[src/rtl/pmod_stand_spi_solo_pkg.sv]
// rtl/pmod_stand_spi_solo_pkg.sv - shared types and constants for the ACL2 PMOD path
package pmod_stand_spi_solo_pkg;

   // raw 8-byte ADXL362 snapshot: XL XH YL YH ZL ZH TL TH, MSB first
   typedef logic [63:0] t_pmod_acl2_reg_8;

   typedef enum logic [2:0] {
      ST_IDLE,
      ST_LOAD,
      ST_CONVERT,
      ST_EMIT,
      ST_EOL
   } t_fmt_state;

   localparam logic [7:0] ASCII_X     = 8'h58;
   localparam logic [7:0] ASCII_Y     = 8'h59;
   localparam logic [7:0] ASCII_Z     = 8'h5A;
   localparam logic [7:0] ASCII_T     = 8'h54;
   localparam logic [7:0] ASCII_PLUS  = 8'h2B;
   localparam logic [7:0] ASCII_MINUS = 8'h2D;
   localparam logic [7:0] ASCII_SPACE = 8'h20;
   localparam logic [7:0] ASCII_CR    = 8'h0D;
   localparam logic [7:0] ASCII_LF    = 8'h0A;
   localparam logic [7:0] ASCII_ZERO  = 8'h30;

   localparam int OFS_XL = 56;
   localparam int OFS_XH = 48;
   localparam int OFS_YL = 40;
   localparam int OFS_YH = 32;
   localparam int OFS_ZL = 24;
   localparam int OFS_ZH = 16;
   localparam int OFS_TL = 8;
   localparam int OFS_TH = 0;

   // 12-bit two's complement field {H[3:0], L}; the upper nibble of H is not part of the reading
   function automatic logic [11:0] field_value(input t_pmod_acl2_reg_8 snap, input logic [1:0] idx);
      case (idx)
         2'd0:    field_value = {snap[OFS_XH +: 4], snap[OFS_XL +: 8]};
         2'd1:    field_value = {snap[OFS_YH +: 4], snap[OFS_YL +: 8]};
         2'd2:    field_value = {snap[OFS_ZH +: 4], snap[OFS_ZL +: 8]};
         default: field_value = {snap[OFS_TH +: 4], snap[OFS_TL +: 8]};
      endcase
   endfunction

   function automatic logic [7:0] field_letter(input logic [1:0] idx);
      case (idx)
         2'd0:    field_letter = ASCII_X;
         2'd1:    field_letter = ASCII_Y;
         2'd2:    field_letter = ASCII_Z;
         default: field_letter = ASCII_T;
      endcase
   endfunction

endpackage

[src/rtl/bin12_to_bcd4.sv]
// rtl/bin12_to_bcd4.sv - iterative 12-bit binary to 4-digit BCD converter (double dabble)
module bin12_to_bcd4 (
   input  logic        i_clk_20mhz,
   input  logic        i_rstn_20mhz,
   input  logic        i_start,
   input  logic [11:0] i_bin,
   output logic        o_done,
   output logic [15:0] o_bcd
);

   // [27:12] BCD digits, [11:0] remaining binary bits
   logic [27:0] sr;
   logic [27:0] sr_adj;
   logic [3:0]  iter_left;

   // add 3 to every digit that would overflow past 9 when doubled
   always_comb begin
      sr_adj = sr;
      for (int d = 0; d < 4; d++) begin
         if (sr[12 + 4*d +: 4] >= 4'd5) begin
            sr_adj[12 + 4*d +: 4] = sr[12 + 4*d +: 4] + 4'd3;
         end
      end
   end

   // first shift is folded into the start cycle (digits are zero, so no correction is needed)
   always_ff @(posedge i_clk_20mhz or negedge i_rstn_20mhz) begin
      if (!i_rstn_20mhz) begin
         sr        <= '0;
         iter_left <= '0;
         o_done    <= 1'b0;
      end else begin
         o_done <= 1'b0;
         if (i_start) begin
            sr        <= {15'd0, i_bin, 1'b0};
            iter_left <= 4'd11;
         end else if (iter_left != 4'd0) begin
            sr        <= {sr_adj[26:0], 1'b0};
            iter_left <= iter_left - 4'd1;
            o_done    <= (iter_left == 4'd1);
         end
      end
   end

   assign o_bcd = sr[27:12];

endmodule

[src/rtl/acl2_reading_formatter.sv]
// rtl/acl2_reading_formatter.sv - ACL2 snapshot to ASCII text line formatter; ACL2_FMT_TEMP_EN adds the T field
module acl2_reading_formatter
   import pmod_stand_spi_solo_pkg::*;
#(
   parameter int parm_line_cnt_bits = 16
) (
   input  logic                          i_clk_20mhz,
   input  logic                          i_rstn_20mhz,
   input  t_pmod_acl2_reg_8              i_data_3axis_temp,
   input  logic                          i_data_valid,
   output logic [7:0]                    o_tx_byte,
   output logic                          o_tx_valid,
   input  logic                          i_tx_ready,
   output logic                          o_busy,
   output logic                          o_overrun,
   input  logic                          i_clr_overrun,
   output logic [parm_line_cnt_bits-1:0] o_line_count
);

`ifdef ACL2_FMT_TEMP_EN
   localparam logic [1:0] LAST_FIELD = 2'd3;
`else
   localparam logic [1:0] LAST_FIELD = 2'd2;
`endif
   localparam logic [parm_line_cnt_bits-1:0] LINE_ONE = 1;

   t_fmt_state       state;
   t_fmt_state       state_next;
   t_pmod_acl2_reg_8 snap;
   logic [1:0]       fidx;
   logic [2:0]       bidx;
   logic             sign_q;
   logic [11:0]      fval;
   logic [11:0]      mag;
   logic             conv_start;
   logic             conv_done;
   logic [15:0]      bcd;
   logic             last_field;
   logic             field_last_byte;
   logic             accept;
   logic             unused_snap_bits;

   assign fval            = field_value(snap, fidx);
   assign mag             = fval[11] ? (12'd0 - fval) : fval;
   assign last_field      = (fidx == LAST_FIELD);
   assign field_last_byte = last_field ? (bidx == 3'd5) : (bidx == 3'd6);
   assign accept          = o_tx_valid && i_tx_ready;
   assign o_busy          = (state != ST_IDLE);
   assign unused_snap_bits = ^snap;

   bin12_to_bcd4 u_bcd (
      .i_clk_20mhz  (i_clk_20mhz),
      .i_rstn_20mhz (i_rstn_20mhz),
      .i_start      (conv_start),
      .i_bin        (mag),
      .o_done       (conv_done),
      .o_bcd        (bcd)
   );

   // state register
   always_ff @(posedge i_clk_20mhz or negedge i_rstn_20mhz) begin
      if (!i_rstn_20mhz) state <= ST_IDLE;
      else               state <= state_next;
   end

   // next state and the byte stream; bytes derive from registers only, so they hold until accepted
   always_comb begin
      state_next = state;
      o_tx_valid = 1'b0;
      o_tx_byte  = 8'h00;
      conv_start = 1'b0;
      case (state)
         ST_IDLE: begin
            if (i_data_valid) state_next = ST_LOAD;
         end
         ST_LOAD: begin
            conv_start = 1'b1;
            state_next = ST_CONVERT;
         end
         ST_CONVERT: begin
            if (conv_done) state_next = ST_EMIT;
         end
         ST_EMIT: begin
            o_tx_valid = 1'b1;
            case (bidx)
               3'd0:    o_tx_byte = field_letter(fidx);
               3'd1:    o_tx_byte = sign_q ? ASCII_MINUS : ASCII_PLUS;
               3'd2:    o_tx_byte = ASCII_ZERO | {4'h0, bcd[15:12]};
               3'd3:    o_tx_byte = ASCII_ZERO | {4'h0, bcd[11:8]};
               3'd4:    o_tx_byte = ASCII_ZERO | {4'h0, bcd[7:4]};
               3'd5:    o_tx_byte = ASCII_ZERO | {4'h0, bcd[3:0]};
               default: o_tx_byte = ASCII_SPACE;
            endcase
            if (i_tx_ready && field_last_byte) state_next = last_field ? ST_EOL : ST_LOAD;
         end
         ST_EOL: begin
            o_tx_valid = 1'b1;
            o_tx_byte  = bidx[0] ? ASCII_LF : ASCII_CR;
            if (i_tx_ready && bidx[0]) state_next = ST_IDLE;
         end
         default: state_next = ST_IDLE;
      endcase
   end

   // snapshot capture, field/byte indices and sign latch
   always_ff @(posedge i_clk_20mhz or negedge i_rstn_20mhz) begin
      if (!i_rstn_20mhz) begin
         snap   <= '0;
         fidx   <= '0;
         bidx   <= '0;
         sign_q <= 1'b0;
      end else begin
         case (state)
            ST_IDLE: begin
               if (i_data_valid) begin
                  snap <= i_data_3axis_temp;
                  fidx <= 2'd0;
               end
            end
            ST_LOAD: begin
               sign_q <= fval[11];
               bidx   <= 3'd0;
            end
            ST_EMIT: begin
               if (accept) begin
                  if (field_last_byte) begin
                     bidx <= 3'd0;
                     if (!last_field) fidx <= fidx + 2'd1;
                  end else begin
                     bidx <= bidx + 3'd1;
                  end
               end
            end
            ST_EOL: begin
               if (accept) bidx <= bidx[0] ? 3'd0 : 3'd1;
            end
            default: ;
         endcase
      end
   end

   // sticky overrun (a dropped snapshot beats a simultaneous clear) and completed-line counter
   always_ff @(posedge i_clk_20mhz or negedge i_rstn_20mhz) begin
      if (!i_rstn_20mhz) begin
         o_overrun    <= 1'b0;
         o_line_count <= '0;
      end else begin
         if (i_data_valid && state != ST_IDLE) o_overrun <= 1'b1;
         else if (i_clr_overrun)               o_overrun <= 1'b0;
         if (state == ST_EOL && accept && bidx[0]) o_line_count <= o_line_count + LINE_ONE;
      end
   end

endmodule

[config.mk]
export PLATFORM = sky130hd
export DESIGN_NAME = acl2_reading_formatter
export DESIGN_NICKNAME = d
export VERILOG_FILES = /design/src/rtl/pmod_stand_spi_solo_pkg.sv /design/src/rtl/bin12_to_bcd4.sv /design/src/rtl/acl2_reading_formatter.sv
export SDC_FILE = /design/constraint.sdc
export NUM_CORES = 1
export LEC_CHECK = 0
export CAP_MARGIN = 30
export CORE_MARGIN = 2
export CORE_UTILIZATION = 32
export CTS_CLUSTER_SIZE = 30
export DETAILED_ROUTE_END_ITERATION = 12
export GPL_TIMING_DRIVEN = 1
export PLACE_DENSITY = 0.58
export SYNTH_ARGS = -nofsm -noshare
export SYNTH_HDL_FRONTEND = slang
export SYNTH_SLANG_ARGS = --single-unit
[constraint.sdc]
create_clock -name i_clk_20mhz -period 3.2 [get_ports i_clk_20mhz]
set_input_delay 0.64 -clock i_clk_20mhz [delete_from_list [all_inputs] [get_ports i_clk_20mhz]]
set_output_delay 0.64 -clock i_clk_20mhz [all_outputs]
set_load 0.05 [all_outputs]
Yosys cells after proc, flatten, opt, wreduce, memory -nomap -nowiden --
Cells that the tools add are included.
Word-level totals: word-level logic and storage cells 102, register bits after elaboration 123, output and inout bits 27, bits of input ports 69
Operators by class: multiplexer cells 38, equality and inequality tests 21, reduce and logical (&&, ||, !) cells 20, magnitude comparators 4, add/sub/neg operators 9
Operator list (count):
- $mux W28 | 2
- $pmux W7 S6 | 1
- $pmux W12 S3 | 1
- $mux W3 | 11
- $mux W4 | 5
- $add A16 B1 Y16 const B | 1
- $ge A4 B3 Y1 const B | 4
- $pmux W8 S2 | 1
- $pmux W3 S5 | 1
- $ne A2 B2 Y1 const B | 7
- $add A4 B2 Y4 const B | 3
- $eq A3 B2 Y1 const B | 4
- $eq A3 B3 Y1 const B | 4
- $mux W12 | 1
- $pmux W4 S3 | 1
- $sub A1 B12 Y12 const A | 1
- $pmux W3 S3 | 1
- $mux W1 | 8
- $mux W2 | 4
- $eq A3 B1 Y1 const B | 2
- $logic_and A1 B1 Y1 | 6
- $logic_not A3 Y1 | 2
- $reduce_bool A2 Y1 | 3
- $reduce_bool A3 Y1 | 2
- 16 further kinds | 16

Logic depth before layout (Yosys ltp) --
Gate-level depths: netlist of the first run.
depth in word-level cells 6, mapped depth 10

Modules after synthesis --
From an unflattened synthesis of the first run, not the netlist that was laid out.
Unflattened totals: cell total of the unflattened synthesis 576, area, all modules 6055.8 um^2
Modules (own cells, without submodules):
- acl2_reading_formatter | cells each 357, area an instance 4010.1 um^2, instances 1, sequential area each 1851.8 um^2
- bin12_to_bcd4 | cells each 219, area an instance 2045.7 um^2, instances 1, sequential area each 800.8 um^2

Worst setup path after synthesis of the first run --
No wires, ideal clock.
path kind register to output, start point register bidx[0], end point output o_tx_byte[3], arrival time 2.333 ns, setup slack 0.227 ns, stages on the path, launching flop included 8, cells stage by stage dfrtp_1 inv_1 ha_1 nor2b_1 a21oi_1 a21oi_1 a221oi_1 o21ai_0
On the way: cells in the longest elaborated chain, start to end 3, elaborated cells between the ends (all ways) 8
RTL lines:
- from (decl) | line acl2_reading_formatter.sv:31 | logic [2:0] bidx;
- from (signal assigned) | line acl2_reading_formatter.sv:130 | bidx <= bidx + 3'd1;
- from (signal assigned) | line acl2_reading_formatter.sv:135 | if (accept) bidx <= bidx[0] ? 3'd0 : 3'd1;
- $eq A3 B3 Y1 (tied with other cells) | line acl2_reading_formatter.sv:85 | case (bidx)
- $pmux W7 S6 * | line acl2_reading_formatter.sv:85
- $pmux W8 S2 * | line acl2_reading_formatter.sv:72 | case (state)
- to (decl) | line acl2_reading_formatter.sv:11 | output logic [7:0] o_tx_byte,
Mark *: on every way between the ends. The rest lies on a longest branch, timed or not.

Worst setup path in the final report of the first run --
Same ends and word-level chain as after synthesis.

==> out/results.tsv, run 1 <==
metric	value	unit
io_pins	96	
row_count	48	
synthCells	552	
gp_congestion	0.8590	
syn_nets	642	
routed_wl	12440	um
ys_seq_area_share	47.51	%
fill_cells	1705	
cts_setup_buffers	0	
areaGrowthSynthToFinish	22.68	%
dp_hpwl	9058	um
critPathBufInv	2	
numCtsBuffers	9	
dp.cells	836	
synth-edff-count	0	
comb_power_share	7.1	%
period_needed	2.984	ns
io_buffer_count	78	
rr_worst_depth	9	
clk_path_buf_depth	2	
die_y	136.1	um
die_width	136.1	um
yosys.area.top_type	dfrtp_1	
synth_area_per_cell	10.11	um2
tritoncts	yes	
start_util	32.50	%
root_buffer	clkbuf_16	
yosysTopAreaCellShare	47.51	%
critical_path_depth	8	
vias	4260	
cts.clk_slew.worst_paths	0.08	ns
grt_usage	14.42	%
cp_max_fo	9	
grt_overflow	0	
critPathRequiredTime	2.56	ns
timing.max_cap.violations	0	
pwr-share-seq	52.6	%
synth_seq_cells	106	
critPathSlowestCell	dfrtp_1	
p_leak	2.978	nW
swShare	23.50	%
cpPeakStageDelay	0.49	ns
diodes	0	
ant_nets	0	
setup_tns	0	ns
yosysWarnings	0	
irDropWorstVdd	0.0003075	V
cpLargestDelayFamily	compound AO/OA/AOI/OAI gates	
cts_num_sinks	106	
register_area	2653	um2
drc	0	
setup_violations	0	
grt_pass1_wl	21660	um
multi_input_area	2686	um2
skew	0.01120	ns
routedWlPerCell	14.60	um
switchingPower	0.6195	mW
min_path_type	in -> async	
drv_slew	0	
ys.flop_type	dfrtp_1	
holdWs	0.3285	ns
crit_arrival	2.34	ns
drt_iter0_drc	244	
core-area	17180	um2
crit_top_cell	a21oi_1	
critical_path.endpoint_type	output pin	
internal_power	2.017	mW
fin_cells	852	
dieArea	18520	um2
via_per_inst	5.000	
drive_above_1_share	14.35	%
rsz0062_at_grt	no	
start_kind	register	
synth.distinct_cells	51	
power.density	384.9	nW/um2
nNetsFinal	712	
antenna_found_initial	0	
critical_path_class	reg -> out	
worst_slew_pin_slew	0.8335	ns
drt-pass1-iter-count	7	
status	finished, final reports clean	
first_global_vias	4403	
synth.area.top_cells	dfrtp_1 (48%), mux2_2 (10%), nand2_1 (4.9%), ha_1 (4.7%), a21oi_1 (3.9%)	
grt_max_degree	55	
htreeDepth	3	
max_freq	335.2	MHz
hold_viol_final	0	
period_share	93.23	%
pwr-share-clk	40.2	%
async_reset_ff_share	100.0	%
clkLatencyLatePin	0.34	ns
maxSlewHeadroom	44.30	%
netlist_area	5583	um2
crit_chain	inv_1, ha_1, nor2b_1, a21oi_1, a21oi_1, a221oi_1, o21ai_1, buf_12	
-- logic make-up (layout without fill, tap and decap cells) --
family          after synthesis  in the layout  synth area share, %
flops                       106            106                47.51
buf+inv                      53            128                4.505
fa+ha+maj                    21             21                4.706
simple gates                168            168                14.59
mux                          52             52                10.44
compound gates              119            119                13.16
other cells                   1              1              0.06717
xor+xnor                     32             32                5.020
-- power groups by stage --
stage / clock network, mW / registers, mW / logic [mW]
floorplan: 0 / 1.41 / 0.0772
global placement: 0 / 1.41 / 0.187
detailed placement: 0 / 1.41 / 0.191
CTS: 1.10 / 1.39 / 0.192
global route: 1.15 / 1.39 / 0.209
finish: 1.06 / 1.39 / 0.188
-- path summary, 6_finish.rpt --
path,startpoint,to,slack (ns)
hold reg to reg,o_line_count[15],o_line_count[15],0.47
setup / recovery,bidx[0],o_tx_byte[3],0.22
hold / removal,i_rstn_20mhz,snap[13],0.33
max in group asynchronous,i_rstn_20mhz,snap[24],2.11
setup reg to reg,fidx[1],u_bcd.sr[11],0.58
min in group i_clk_20mhz,o_line_count[15],o_line_count[15],0.47
-- layout make-up --
type,count,share of cell area (%)
multi-input cells,393,39.22
flip-flops and latches,106,38.73
repair buffers,85,12.31
well taps,225,4.110
clock buffers,9,3.288
inverters,27,1.480
clock inverters,7,0.8586
-- placed cells by master (no fill, tap or decap), types with 5 or more instances in the layout --
master / instances
clkbuf_16: 9
a222oi_1: 7
nand3_1: 13
xor2_1: 9
and3_1: 7
clkdlybuf4s50_1: 70
a21oi_1: 44
buf_4: 12
a22oi_1: 7
inv_1: 27
nand2b_1: 11
nand4_1: 5
o21ai_0: 29
ha_1: 21
a31oi_1: 11
dfrtp_1: 106
nand2_1: 73
nor3_1: 8
nor2_1: 29
xnor2_1: 23
a221oi_1: 5
mux2_2: 50
-- routing by layer --
metal	GRT usage, %	share of wire [%]
met4	3.704	1.4
met3	3.542	4.9
met2	24.04	48
met1	18.74	46
met5	0	0
-- cell usage after synthesis, types with 2 or more instances --
master / number
a21oi_1: 44
nand2_1: 73
buf_4: 4
a22oi_1: 7
dfrtp_1: 106
xor2_1: 9
and4_1: 3
nor2b_1: 3
nor2_1: 29
nand3_1: 13
a31oi_1: 11
nand4_1: 5
nand2b_1: 11
or3_1: 2
mux2_2: 50
ha_1: 21
clkbuf_1: 10
o22ai_1: 3
xnor2_1: 23
and2b_2: 2
o2bb2ai_1: 2
a221oi_1: 5
mux2i_1: 2
buf_6: 4
buf_2: 6
and3_1: 7
and3_2: 2
and2_1: 3
o21ai_0: 30
a222oi_1: 7
inv_1: 27
nor3_1: 8
buf_1: 2
-- per-stage QoR --
stage / area, um2 / power (mW) / setup WS [ns] / util, %
floorplan: 5583 / 1.489 / 0.2268 / -
global placement: 6555 / 1.600 / 0.4632 / 38.16
detailed placement: 6555 / 1.605 / 0.4311 / 38.16
CTS: 6839 / 2.683 / 0.05157 / 39.82
global route: 6849 / 2.754 / 0.03901 / 39.87
finish: 6849 / 2.636 / 0.2165 / 39.87
-- sequential cells by signal (all words and copies together) (netlist names) --
name	cells
bidx	3
fidx	2
o_line_count	16
o_overrun	1
sign_q	1
snap	48
state	3
u_bcd.iter_left	4
u_bcd.o_done	1
u_bcd.sr	27
-- worst reg2reg max path: stages (launching register included) --
cell and delay, ns:
dfrtp_1 0.42, inv_1 0.09, ha_1 0.55, a222oi_1 0.18
mux2_2 0.34, ha_1 0.24, and3_2 0.21, a31oi_1 0.20
xor2_1 0.17, a21oi_1 0.09
-- timing repair --
action | 4_1_cts | 5_1_grt
endpoints found under the setup margin | 0 | 2
resized for setup | 0 | 3
hold buffers | 0 | 0
Note: power is estimated with default switching activity, not from simulation.
==> run 2: changes to the inputs <==
--- a/config.mk
+++ b/config.mk
@@ -5,13 +5,13 @@
 export SDC_FILE = /design/constraint.sdc
 export NUM_CORES = 1
 export LEC_CHECK = 0
-export CAP_MARGIN = 30
 export CORE_MARGIN = 2
 export CORE_UTILIZATION = 32
 export CTS_CLUSTER_SIZE = 30
 export DETAILED_ROUTE_END_ITERATION = 12
 export GPL_TIMING_DRIVEN = 1
-export PLACE_DENSITY = 0.58
+export PLACE_DENSITY = 0.57
 export SYNTH_ARGS = -nofsm -noshare
 export SYNTH_HDL_FRONTEND = slang
+export SYNTH_HIERARCHICAL = 1
 export SYNTH_SLANG_ARGS = --single-unit
==> run 2 against run 1 <==
Net effect:
- area after synthesis grew 8.5%
- core utilization shrank 1.3 points
- sequential power grew 63%
- global-route usage shrank 0.42 points
- hold slack lost 0.0036 ns
- count of clock-buffer cells in the layout grew 2
- first-iteration DRC count grew 9.4%
- via count grew 3.2%
- wire length grew 9.2%
- fmax is essentially flat
- clock skew shrank 0.0052 ns
- cell area grew 5.1%
- largest power group is now combinational cells
==> out/results.tsv, run 2 <==
metric	value	unit	change
io_buffer_count	78		unchanged
cts_num_sinks	106		unchanged
reg.largest.list	snap x48, u_bcd/sr x27, o_line_count x16		
clk_path_buf_depth	2		unchanged
synthCells	576		+4.3%
areaGrowthSynthToFinish	18.84	%	
die_y	141.6	um	+4.0%
ant_nets	0		unchanged
yosys.area.top_type	dfrtp_1		
dp_hpwl	9917	um	+9.5%
async_reset_ff_share	100.0	%	unchanged
setup_tns	0	ns	unchanged
synth-edff-count	0		unchanged
crit_arrival	2.35	ns	about the same
setup_violations	0		unchanged
grt_overflow	0		unchanged
yosysTopAreaCellShare	43.80	%	-3.7 points
worst_slew_pin_slew	0.7674	ns	-0.06602 ns
drc	0		unchanged
drv_slew	0		unchanged
grt_pass1_wl	22180	um	+2.4%
final_core_util	38.60	%	-1.3 points
critical_path.endpoint_type	output pin		
die_width	141.6	um	+4.0%
swShare	40.15	%	+17 points
irDropWorstVdd	0.0003245	V	+5.5%
max_freq	335.0	MHz	about the same
clkLatencyLatePin	0.35	ns	about the same
start_util	32.48	%	about the same
internal_power	3.862	mW	+92%
io_pins	96		unchanged
numCtsBuffers	9		unchanged
grt_max_degree	56		+1.8%
pwr-share-clk	17.2	%	-23 points
status	finished, final reports clean		
period_needed	2.985	ns	+0.001696 ns
synth_commonest_cells	dfrtp_1 (106), nand2_1 (51), mux2_2 (49)		
cts.clk_slew.worst_paths	0.07	ns	about the same
nNetsFinal	718		+0.84%
dieArea	20040	um2	+8.2%
switchingPower	2.590	mW	+320%
synth.distinct_cells	58		+14%
cts_setup_buffers	0		unchanged
top_register	snap		
htreeDepth	3		unchanged
p_leak	3.107	nW	+4.3%
row_count	50		+4.2%
first_global_vias	4429		+0.59%
critPathSlowestCell	clkdlybuf4s50_1		
skew	0.005969	ns	-0.005230 ns
power.density	896.5	nW/um2	+130%
via_per_inst	5.076		+1.5%
hold_viol_final	0		unchanged
cp_max_fo	12		+3
root_buffer	clkbuf_16		
routed_wl	13580	um	+9.2%
core-area	18640	um2	+8.5%
crit_chain	or3b_1, nand2_1, clkdlybuf4s50_1		
rsz0062_at_grt	no		
drive_above_1_share	16.30	%	+1.9 points
pwr-share-seq	35.0	%	-18 points
total_power	6.452	mW	+140%
final_area	7197	um2	+5.1%
maxSlewHeadroom	48.72	%	+4.4 points
diodes	0		unchanged
final_common_cell	dfrtp_1		
synth_seq_cells	106		unchanged
placed_cell_area	6899	um2	+5.2%
grt_usage	14.00	%	-0.42 points
final_cell_mix	dfrtp_1 (106), clkdlybuf4s50_1 (70), nand2_1 (51)		
syn_nets	667		+3.9%
netlist_area	6056	um2	+8.5%
routedWlPerCell	15.68	um	+7.4%
vias	4396		+3.2%
timing.max_cap.violations	0		unchanged
synth.area.top_cells	dfrtp_1 (44%), mux2_2 (9.1%), ha_1 (4.5%), buf_4 (3.3%), nand2_1 (3.2%)		
yosysWarnings	6		+6
tritoncts	yes		
drt-pass1-iter-count	4		-3
period_share	93.29	%	about the same
critical_path_class	reg -> out		
critPathRequiredTime	2.56	ns	about the same
antenna_found_initial	0		unchanged
synth.most_common_cell	dfrtp_1		
gp_congestion	0.7615		-11%
ys_seq_area_share	43.80	%	-3.7 points
synth_area_per_cell	10.51	um2	+4.0%
ys.flop_type	dfrtp_1		
holdWs	0.3249	ns	-0.003558 ns
fill_cells	1804		+5.8%
min_path_type	in -> async		
cts_hold_buf	0		unchanged
largest_reg_flops	48		unchanged
drt_iter0_drc	267		+9.4%
comb_power_share	47.7	%	+41 points
start_kind	register		
cpPeakStageDelay	0.80	ns	+0.31 ns
[run 2: cell count changes in the layout (fill, tap and decap cells not counted), moves of 9 or more]
cell	before	now
nand2b_1	11	2
nor2b_1	3	20
nand2_1	73	51
or3_1	2	16
inv_1	27	36
o21ai_1	1	11
a21oi_1	44	18
o21ai_0	29	20
mux2i_1	2	17
[run 2: per-stage QoR]
| stage | worst slack (ns) | cells |
|---|---|---|
| after floorplan | 0.4317 | 576 |
| after global placement | 0.4274 | 850 |
| after detailed placement | 0.4100 | 850 |
| after CTS | 0.02199 | 866 |
| after global routing | 0.001577 | 866 |
| final | 0.2148 | 866 |
[run 2: logic make-up (layout without fill, tap and decap cells)]
group,Yosys count,in the layout,synth area share (%)
other cells,1,1,0.06192
xor+xnor,25,25,3.616
mux,66,66,11.92
buf+inv,86,142,8.182
compound gates,118,118,14.15
fa+ha+maj,22,22,4.545
simple gates,152,152,13.72
flops,106,106,43.80
[run 2: power by group through the flow]
stage	combinational [mW]	sequential (mW)	clock [mW]
after CTS	3.10	2.26	1.15
final	3.08	2.26	1.11
after global routing	3.41	2.35	1.21
after global placement	3.00	2.26	0
after floorplan	2.56	2.14	0
after detailed placement	3.09	2.29	0
[run 2: final cells by class]
class                           count  area (um2)  share of cell area (%)
Timing Repair Buffer               90       905.9                   12.59
Clock buffer                       11       232.7                   3.234
Clock inverter                      5       62.56                  0.8693
Tap cell                          234       292.8                   4.068
Sequential cell                   106        2653                   36.86
Multi-Input combinational cell    384        2915                   40.51
Inverter                           36       135.1                   1.878
[run 2: layer usage]
metal / share of wire (%) / vias up / GRT usage, %
li1: - / 2116 / -
met1: 46 / 2170 / 18.17
met2: 48 / 99 / 23.12
met3: 5.1 / 11 / 3.746
met4: 1.3 / 0 / 3.842
met5: 0 / - / 0
[run 2: worst paths after layout]
| check | startpoint | slack (ns) | cells after the start | end |
|---|---|---|---|---|
| max | state[2] | 0.21 | 3 | o_tx_valid |
| min | i_rstn_20mhz | 0.32 | 1 | snap[9] |
| max reg2reg | fidx[1] | 0.48 | 11 | u_bcd/sr[11] |
| min reg2reg | o_line_count[6] | 0.50 | 1 | o_line_count[6] |
| max in group asynchronous | i_rstn_20mhz | 2.14 | 2 | o_line_count[6] |
| min in group i_clk_20mhz | o_line_count[6] | 0.50 | 1 | o_line_count[6] |
[run 2: critical path: cells and delay by family (launching register included)]
family | cells | cell delay (ns)
buffers and inverters | 1 | 0.80
DFF | 1 | 0.54
and+or+nand+nor | 2 | 0.64
[run 2: repair_timing]
action	in CTS	in global routing
endpoints found under the hold margin	0	0
endpoints found under the setup margin	0	1
resized for setup	0	1
==> RTL change 1, RTL diff (flow settings as in run 1) <==
Re-encode `t_fmt_state` (5 states) as Gray code, 3 bits wide.
--- a/src/rtl/pmod_stand_spi_solo_pkg.sv
+++ b/src/rtl/pmod_stand_spi_solo_pkg.sv
@@ -5,11 +5,11 @@
    typedef logic [63:0] t_pmod_acl2_reg_8;
 
    typedef enum logic [2:0] {
-      ST_IDLE,
-      ST_LOAD,
-      ST_CONVERT,
-      ST_EMIT,
-      ST_EOL
+      ST_IDLE    = 3'b000,
+      ST_LOAD    = 3'b001,
+      ST_CONVERT = 3'b011,
+      ST_EMIT    = 3'b010,
+      ST_EOL     = 3'b110
    } t_fmt_state;
 
    localparam logic [7:0] ASCII_X     = 8'h58;
Formal check against the unedited RTL: same outputs for any inputs over 10 cycles, from zero or initial values and one cycle with i_rstn_20mhz low; not proved beyond that.
==> RTL change 1 against run 1 <==
  * Synthesized area barely moved
  * Global-route usage rose by 0.80 points
  * Final area rose by 0.84%
  * Total power rose by 4.4%
  * Sequential cell count did not move
  * Sequential power barely moved
  * Largest cell class unchanged
  * Non-clock buffer count rose by 4
  * Worst setup slack got worse by 0.073 ns
  * Wire length rose by 5.5%
==> RTL change 1: results <==
[synthesis]
synth_common_cells = 106 x dfrtp_1, 69 x nand2_1, 41 x mux2_2, 39 x a21oi_1, 29 x o21ai_0
synthAdderAreaFrac_pct = 4.70
syn_nets = 643
ys_types = 52
seq_area_frac_synth_pct = 47.5
synthTopCellsByArea = dfrtp_1 47%, mux2_2 8.3%, ha_1 4.7%
async_flop_share_pct = 100
synth_compound_area_share_pct = 13.3
synth_xor_area_share_pct = 5.02
ys.flop_type = dfrtp_1
synthMuxAreaShare_pct = 11.0

[setup_path]
critPathMaxStageDelay_ns = 0.47
crit_slowest_cell = dfrtp_1
cp_data_arrival_time_ns = 2.42
path_max_fanout = 7

[timing]
clock_skew_ns = 0.00701
worst_pin_slew_ns = 0.913
finalSetupViolations = 0

[power]
p_per_area_nw_per_um2 = 399
ir_worst_vdd_mv = 0.269
power.leakage_nw = 3.02

[finish]
buf_share_pct = 12.6
num-clock-buffers = 12
fillers = 1707
final_net_count = 714
multi_input_area_share_pct = 39.1
n_sequential_cell = 106
clk_share_pct = 4.33
signal_buffers = 89
drive_gt1_share_pct = 12.7
seq_share_pct = 38.4
num-nonclk-inverters = 28
nMultiInputCombCells = 390

[die]
dieWidth_um = 136

[run_status]
outcome = completed

[placed_design]
dp_hpwl_mm = 9.32
gp_congestion = 0.838
place_area_sq_um = 6600

[global_routing]
track_usage_pct = 15.2
antenna_found_initial = 0
grt_pass1_wl_mm = 22.2
grt_max_degree = 63
grt_pass1_vias = 4345

[routing]
drc = 0
num_vias = 4350
first_iter_violations = 289
wl_per_cell_um = 15.4

[clock_network]
post_cts_resized = 1
clock-root-buffer = clkbuf_16
cts.path.max_buffers = 2
h-tree-depth = 3
==> RTL change 1: changes by cell type after synthesis, moves of 4 or more <==
cell | before | now
a21oi_1 | 44 | 39
a222oi_1 | 7 | 11
and3_1 | 7 | 11
clkbuf_1 | 10 | 16
mux2_1 | 0 | 9
mux2_2 | 50 | 41
nand2_1 | 73 | 69
nand4_1 | 5 | 10
==> RTL change 1: power by group <==
part           switching, mW  internal [mW]  leakage, nW
combinational          0.131          0.131         1.47
sequential            0.0181           1.37         1.40
clock                  0.504          0.596        0.141
total                  0.653           2.10         3.02
==> RTL change 1: through the flow <==
step / worst slack, ns / std cells / hold WS [ns]
floorplan: 0.0945 / 553 / 0.344
global placement: 0.324 / 838 / 0.462
detailed placement: 0.253 / 838 / 0.468
CTS: 0.0807 / 854 / 0.403
global route: 0.0129 / 854 / 0.443
finish: 0.144 / 854 / 0.377
==> RTL change 1: metal layers <==
metal  vias to the layer above  track usage (%)  part of all wire (%)
li1                       2086                -                     -
met1                      2133             20.2                    45
met2                       120             24.4                    48
met3                        11             4.62                   6.2
met4                         0             3.65                   1.1
met5                         -                0                     0
==> RTL change 1: final timing paths <==
kind / from / to / slack (ns) / cells after the start
max in group asynchronous: i_rstn_20mhz / u_bcd.sr[27] / 1.94 / 2
hold reg to reg: o_line_count[15] / o_line_count[15] / 0.47 / 1
hold / removal: i_rstn_20mhz / snap[51] / 0.38 / 1
setup / recovery: bidx[0] / o_tx_byte[2] / 0.14 / 6
min in group i_clk_20mhz: o_line_count[15] / o_line_count[15] / 0.47 / 1
setup reg to reg: fidx[0] / u_bcd.sr[12] / 0.50 / 8
==> RTL change 1: cell families after synthesis <==
kind of cell | count (synthesis)
flops | 106
fa+ha+maj | 21
simple gates | 163
compound gates | 118
xor+xnor | 32
other cells | 1
mux | 55
buf+inv | 57
==> RTL change 2, RTL diff (settings of run 1) <==
Without the edit above. The package constant `OFS_ZL` goes from 24 to 12.
--- a/src/rtl/pmod_stand_spi_solo_pkg.sv
+++ b/src/rtl/pmod_stand_spi_solo_pkg.sv
@@ -27,7 +27,7 @@
    localparam int OFS_XH = 48;
    localparam int OFS_YL = 40;
    localparam int OFS_YH = 32;
-   localparam int OFS_ZL = 24;
+   localparam int OFS_ZL = 12;
    localparam int OFS_ZH = 16;
    localparam int OFS_TL = 8;
    localparam int OFS_TH = 0;
Function: no difference found for any inputs over 10 cycles, from zero or initial values and one cycle with i_rstn_20mhz low; that may be too few to reach the edited logic, so the function may still have changed.
==> RTL change 2 against run 1 <==
  * Cell count fell by 1.8%
  * Sequential cell count fell by 8
  * Final area fell by 4.1%
  * Synthesized area fell by 4.6%
  * First-iteration DRC count rose by 17%
  * Die area fell by 4.5%
  * Total power rose by 2.6%
  * Sequential share of layout area fell by 1.4 points
  * Synthesized cell count fell by 0.36%
  * Wire length fell by 3.2%
  * Worst setup slack got worse by 0.078 ns
  * Largest power group unchanged
==> RTL change 2: results <==
[run_status]
outcome = completed

[global_routing]
track_usage_pct = 14.2
grt_max_degree = 61
grt_pass1_vias = 4190

[synthesis]
seq_area_frac_synth_pct = 46.1
syn_nets = 640
synth_common_cells = 98 x dfrtp_1, 85 x nand2_1, 41 x a21oi_1, 40 x mux2_2, 33 x o21ai_0
synthTopCellsByArea = dfrtp_1 46%, mux2_2 8.5%, nand2_1 6.0%
synth_cells = 550
ys_types = 53

[routing]
wl_mm = 12.0
first_iter_violations = 285
dr.pass1.iters = 4

[setup_path]
cp_data_arrival_time_ns = 2.42
crit_path_start = state[1]
cp-endpoint = o_tx_valid
path_max_fanout = 15
reg2reg_depth = 8
crit_slowest_cell = clkdlybuf4s50_1
critPathMaxStageDelay_ns = 0.81
critPathTopFamily = buffers and inverters

[finish]
final_net_count = 702
stdcell_count = 837
regArea_sq_um = 2450

[placed_design]
place_area_sq_um = 6240
io_buffers = 70
dp_cells = 821
dp_hpwl_mm = 8.72
place_ws_ns = 0.363

[timing]
max_freq_mhz = 327
hold-worst-slack_ns = 0.353
clock_skew_ns = 0.00735

[power]
combinationalPowerShare_pct = 8.8
power.leakage_nw = 2.88
clk-power_mw = 1.18
netSwitchingFraction_pct = 22.7

[clock_network]
post_cts_resized = 1
-- RTL change 2: cell families (layout without fill, tap and decap cells) --
family / Yosys count / after routing / synth area share (%)
compound gates: 120 / 120 / 13.8
xor+xnor: 32 / 32 / 5.26
fa+ha+maj: 21 / 21 / 4.93
buf+inv: 55 / 122 / 4.49
flops: 98 / 98 / 46.1
mux: 43 / 43 / 9.02
other cells: 1 / 1 / 0.0704
simple gates: 180 / 180 / 16.4
-- RTL change 2: cell type report --
cell class,instances,share of cell area [%]
well taps,220,4.19
flip-flops and latches,98,37.3
clock buffers,12,3.75
clock inverters,4,1.14
repair buffers,80,11.8
inverters,26,1.49
multi-input cells,397,40.2
-- RTL change 2: metal layers --
layer | global-route usage (%) | part of all wire, % | routed length, um | vias to the layer above
met4 | 3.76 | 1.4 | 172 | 0
met5 | 0 | 0 | 0 | -
met2 | 22.8 | 47 | 5640 | 83
li1 | - | - | - | 2034
met3 | 3.60 | 3.7 | 440 | 15
met1 | 19.3 | 48 | 5790 | 2019
